File: src/rtl/alu_wb_stage.sv
// alu_wb_stage: ALU writeback stage with EFLAGS merge and 2-entry skid queue to the register file.
//   clk, reset (sync, active-high), flush (drops queue, keeps EFLAGS)
//   in_valid/in_ready, alu_out, alu_flags, flag_mask, dest_reg, reg_we : ALU side
//   out_valid/out_ready, out_data, out_dest, out_we                    : register-file side
//   eflags : architectural EFLAGS
//   stall_cnt : saturating count of cycles with in_valid=1 and in_ready=0,
//               present only when ALU_WB_STALL_CNT_EN is defined
module alu_wb_stage #(
   parameter int          DEPTH      = 2,
   parameter logic [31:0] FLAG_WMASK = 32'hCD5,
   parameter logic [31:0] EFLAGS_RST = 32'h2
) (
   input  logic        clk,
   input  logic        reset,
   input  logic        flush,
   input  logic        in_valid,
   output logic        in_ready,
   input  logic [31:0] alu_out,
   input  logic [31:0] alu_flags,
   input  logic [31:0] flag_mask,
   input  logic [2:0]  dest_reg,
   input  logic        reg_we,
   output logic        out_valid,
   input  logic        out_ready,
   output logic [31:0] out_data,
   output logic [2:0]  out_dest,
   output logic        out_we,
`ifdef ALU_WB_STALL_CNT_EN
   output logic [15:0] stall_cnt,
`endif
   output logic [31:0] eflags
);
   typedef enum logic [1:0] {EMPTY = 2'd0, ONE = 2'd1, FULL = 2'(DEPTH)} state_t;
   state_t      state, state_nxt;
   logic [31:0] head_data, tail_data, flag_m, eflags_nxt;
   logic [2:0]  head_dest, tail_dest;
   logic        head_we, tail_we;
   logic        push, pop, load_head, load_tail, shift;
   assign in_ready  = (state != FULL);
   assign out_valid = (state != EMPTY);
   assign push      = in_valid & in_ready & ~flush;
   assign pop       = out_valid & out_ready & ~flush;
   assign out_data  = out_valid ? head_data : 32'd0;
   assign out_dest  = out_valid ? head_dest : 3'd0;
   assign out_we    = out_valid & head_we;
   assign flag_m     = flag_mask & FLAG_WMASK;
   // Bit 1 of EFLAGS is architecturally 1; all non-writable bits read 0.
   assign eflags_nxt = (((eflags & ~flag_m) | (alu_flags & flag_m)) & FLAG_WMASK) | 32'h2;
   always_comb begin
      state_nxt = flush             ? EMPTY :
                  (state == EMPTY)  ? (push ? ONE : EMPTY) :
                  (state == ONE)    ? ((push & ~pop) ? FULL : (pop & ~push) ? EMPTY : ONE) :
                                      (pop ? ONE : FULL);
      // A push into an empty queue, or a push that coincides with the head
      // leaving, lands directly in the head slot.
      load_head = push & ((state == EMPTY) | pop);
      load_tail = push & ~pop & (state == ONE);
      shift     = pop & (state == FULL);
   end
   always_ff @(posedge clk) begin
      if (reset) begin
         state     <= EMPTY;
         head_data <= 32'd0;
         head_dest <= 3'd0;
         head_we   <= 1'b0;
         tail_data <= 32'd0;
         tail_dest <= 3'd0;
         tail_we   <= 1'b0;
         eflags    <= EFLAGS_RST;
      end else begin
         state <= state_nxt;
         if (load_head) begin
            head_data <= alu_out;
            head_dest <= dest_reg;
            head_we   <= reg_we;
         end else if (shift) begin
            head_data <= tail_data;
            head_dest <= tail_dest;
            head_we   <= tail_we;
         end
         if (load_tail) begin
            tail_data <= alu_out;
            tail_dest <= dest_reg;
            tail_we   <= reg_we;
         end
         if (push)
            eflags <= eflags_nxt;
      end
   end
`ifdef ALU_WB_STALL_CNT_EN
   always_ff @(posedge clk) begin
      if (reset)
         stall_cnt <= 16'd0;
      else if (in_valid & ~in_ready & ~&stall_cnt)
         stall_cnt <= stall_cnt + 16'd1;
   end
`endif
endmodule
File: config.mk
export PLATFORM = sky130hd
export DESIGN_NAME = alu_wb_stage
export DESIGN_NICKNAME = d
export VERILOG_FILES = /design/src/rtl/alu_wb_stage.sv
export SDC_FILE = /design/constraint.sdc
export NUM_CORES = 1
export LEC_CHECK = 0
export ABC_AREA = 1
export CAP_MARGIN = 20
export CORE_MARGIN = 1
export CORE_UTILIZATION = 43
export DETAILED_ROUTE_END_ITERATION = 7
export GPL_ROUTABILITY_DRIVEN = 0
export PLACE_DENSITY = 0.81
export SYNTH_ARGS = -nofsm -noshare
export SYNTH_HDL_FRONTEND = slang
export SYNTH_SLANG_ARGS = --single-unit
File: constraint.sdc
create_clock -name clk -period 2.78 [get_ports clk]
set_input_delay 0.834 -clock clk [delete_from_list [all_inputs] [get_ports clk]]
set_output_delay 0.834 -clock clk [all_outputs]
set_load 0.005 [all_outputs]
==> key figures, run 1 <==
Run status
  – Status: finished, final reports clean

Place
  – Dpl ws: slightly below 200 ps
  – HPWL after DPL: 6.86 mm
  – Post-Place Cells: between 800 and 900
  – Port buffer count: 99

Logic synthesis
  – Synth top area share: 0.393
  – Seq/Total Area, Yosys: 0.393
  – Syn Inst Count: roughly 610
  – Warnings, synthesis: 0
  – Top cell type by total area after synthesis: dfxtp_1
  – Number of synthesized flops with an enable pin: 0
  – Syn Std Cell Area: between 4000 and 5000 um2
  – Area contributors post-synth: dfxtp_1 (39%), nand3_1 (9.8%), a21oi_1 (9.7%)
  – Mapped Avg Cell Area: 6.79 um2
  – Async SR Flop Fraction: 0
  – Synth cell types: 21
  – Ys flop type: dfxtp_1
  – Flop and latch count out of synthesis: 81

Clock tree
  – CTS Hold Bufs: 0
  – Max Buffers Root-to-Sink: 2
  – CTS sink cnt: approximately 80
  – Worst-path clk slew: roughly 80 ps
  – H-tree depth: 3
  – Clk_lat worst skew: approximately 350 ps
  – CTS Buf Count: 9
  – CTS tree: yes
  – Clk root buf: clkbuf_8

Critical path
  – Slowest cell on crit path: clkdlybuf4s50_1
  – CP max FO: 38
  – Worst Path Arrival: 1810 ps
  – Critical Path Source Type: flip-flop
  – Crit-path cells: inv_2, nand2_1, inv_2, buf_12, nor2_1, clkdlybuf4s50_1
  – Worst path max stage delay: 520 ps
  – CP Capture Type: primary output
  – Worst path bufs/invs: 4
  – Family with the most delay on the worst path: buffers and inverters
  – WP data required: between 1500 and 2000 ps
  – Crit path kind: flip-flop to primary output
  – Crit path top cell by count: inv_2

Route
  – Routed len/inst: around 13 um
  – Drt first pass iters: 5
  – Routed WL: between 10 and 15 mm
  – Via density: roughly 5.1
  – DR vias: 4196
  – Final ANT Viol Nets: 0
  – Initial drt markers: ~240
  – DRC: 0

GRT
  – Vias in the first global route: roughly 4000
  – GRT Resource Usage Total: 0.221
  – First-pass GRT wire length: 17.9 mm
  – Largest net degree at the start of global routing: between 40 and 50
  – Total gr overflow: 0
  – Initial antenna violation count: 0

Floorplan
  – Starting Density: 0.444
  – Die area: ~10000 um2
  – Row cnt: 35
  – IO Count: approximately 180
  – Die Y: approximately 100 um
  – Die W: ~100 um
  – Core ar.: 9280 um2

Min path
  – Worst hold path class: flip-flop to flip-flop

Timing
  – Fmax: roughly 0.38 GHz
  – Clock Skew: 10.1 ps
  – Setup WS post-layout: around 140 ps
  – Max-slew headroom: 0.660
  – Slew @ Worst Pin: 510 ps
  – Crit share post-route: 0.950
  – Unrepaired setup endpoints after global routing: false
  – Pins Over Slew Limit: 0
  – Final setup TNS: 0 ps
  – Fin. Hold Viols: 0
  – Min Tclk post-route: 2640 ps
  – Final setup viols: 0

Finish
  – Reg area: about 1600 um2
  – Fillers: 885
  – Area Growth Syn to Fin: 29.4%
  – Most frequent cells in the layout: clkdlybuf4s50_1 (99), inv_1 (82), nand3_1 (81)
  – Layout Nets: 791
  – Fin util: 0.575
  – Ant. Diodes: 0
  – Layout Cells excl Fill: 819
  – Share of cells above drive strength 1: 0.0638
  – Most common cell after layout, fill and taps aside: clkdlybuf4s50_1
  – Multi-input logic area: about 1900 um2

Power
  – Peak VDD IR: about 240 uV
  – P_leak: 0.00223 uW
  – Power Density: 455 nW/um2

Flow run
  – Max-Cap Viols: 0
-- worst paths after layout --
check        depth (start not counted)       from            end  slack (ps)
max                                  6   state[0]    out_data[0]         140
min                                  2  flip-flop      flip-flop         450
max reg2reg                          8   state[0]  head_data[11]        1000
min reg2reg                          2  flip-flop      flip-flop         450
-- through the flow --
stage | hold slack [ps] | power, uW | instance area, um2
floorplan | 440 | 1470 | 4210
global placement | 435 | 1600 | 5140
detailed placement | 438 | 1610 | 5140
CTS | 451 | 2450 | 5330
global route | 480 | 2540 | 5340
finish | 448 | 2430 | 5340
-- worst reg2reg max path, delay by kind of cell, from the launching register on --
kind | cells | cell delay (ps)
flops | 1 | 400
simple gates | 4 | 380
buf+inv | 3 | 790
compound gates | 1 | 140
-- flip-flops by register name, indices dropped and copies added, names as in the netlist, named ones only --
| name | flops |
|---|---|
| head_dest | 3 |
| head_data | 32 |
| tail_data | 32 |
| state | 2 |
| tail_dest | 3 |
| tail_we | 1 |
| head_we | 1 |
-- power breakdown --
part | internal (uW) | switching, uW
clock | 438 | 406
sequential | 1210 | 25.9
combinational | 164 | 183
total | 1810 | 616
-- layout make-up --
class	instances	area share
clock inverters	3	0.00750
flip-flops and latches	81	0.305
inverters	86	0.0605
repair buffers	117	0.218
well taps	129	0.0303
clock buffers	13	0.0279
multi-input cells	390	0.351
-- routing by layer --
| metal | global-route usage | routed length (um) |
|---|---|---|
| met5 | 0 | 0 |
| met4 | 0.101 | 203 |
| met3 | 0.0320 | 810 |
| met2 | 0.394 | 5260 |
| met1 | 0.262 | 4420 |
-- Yosys cell counts (2+ instances only) --
| cell type | number |
|---|---|
| buf_4 | 30 |
| a21oi_1 | 80 |
| nand3_1 | 81 |
| inv_1 | 82 |
| nor2_1 | 37 |
| conb_1 | 2 |
| buf_2 | 19 |
| nand2_1 | 78 |
| nor2_2 | 2 |
| nor3_1 | 2 |
| inv_2 | 4 |
| dfxtp_1 | 81 |
| clkbuf_1 | 24 |
| o21ai_0 | 43 |
| nand4_1 | 36 |
-- logic make-up (layout without fill, tap and decap cells) --
family / Yosys count / in the layout / share of synthesized area
other cells: 2 / 25 / 0.00182
flops: 81 / 81 / 0.393
simple gates: 240 / 240 / 0.273
buf+inv: 159 / 219 / 0.178
compound gates: 124 / 124 / 0.151
fa+ha+maj: 1 / 1 / 0.00303
-- what timing repair did --
item	in CTS	in global routing
endpoints found under the setup margin	3	10
gates resized for setup	1	2
buffers inserted	0	0
Power figures use the tool's default switching activity.
==> run 2: changes to the inputs <==
- SLEW_MARGIN: not set -> 20
==> results of run 2 <==
The final DEF is identical to that of run 1; final timing and power are the same.
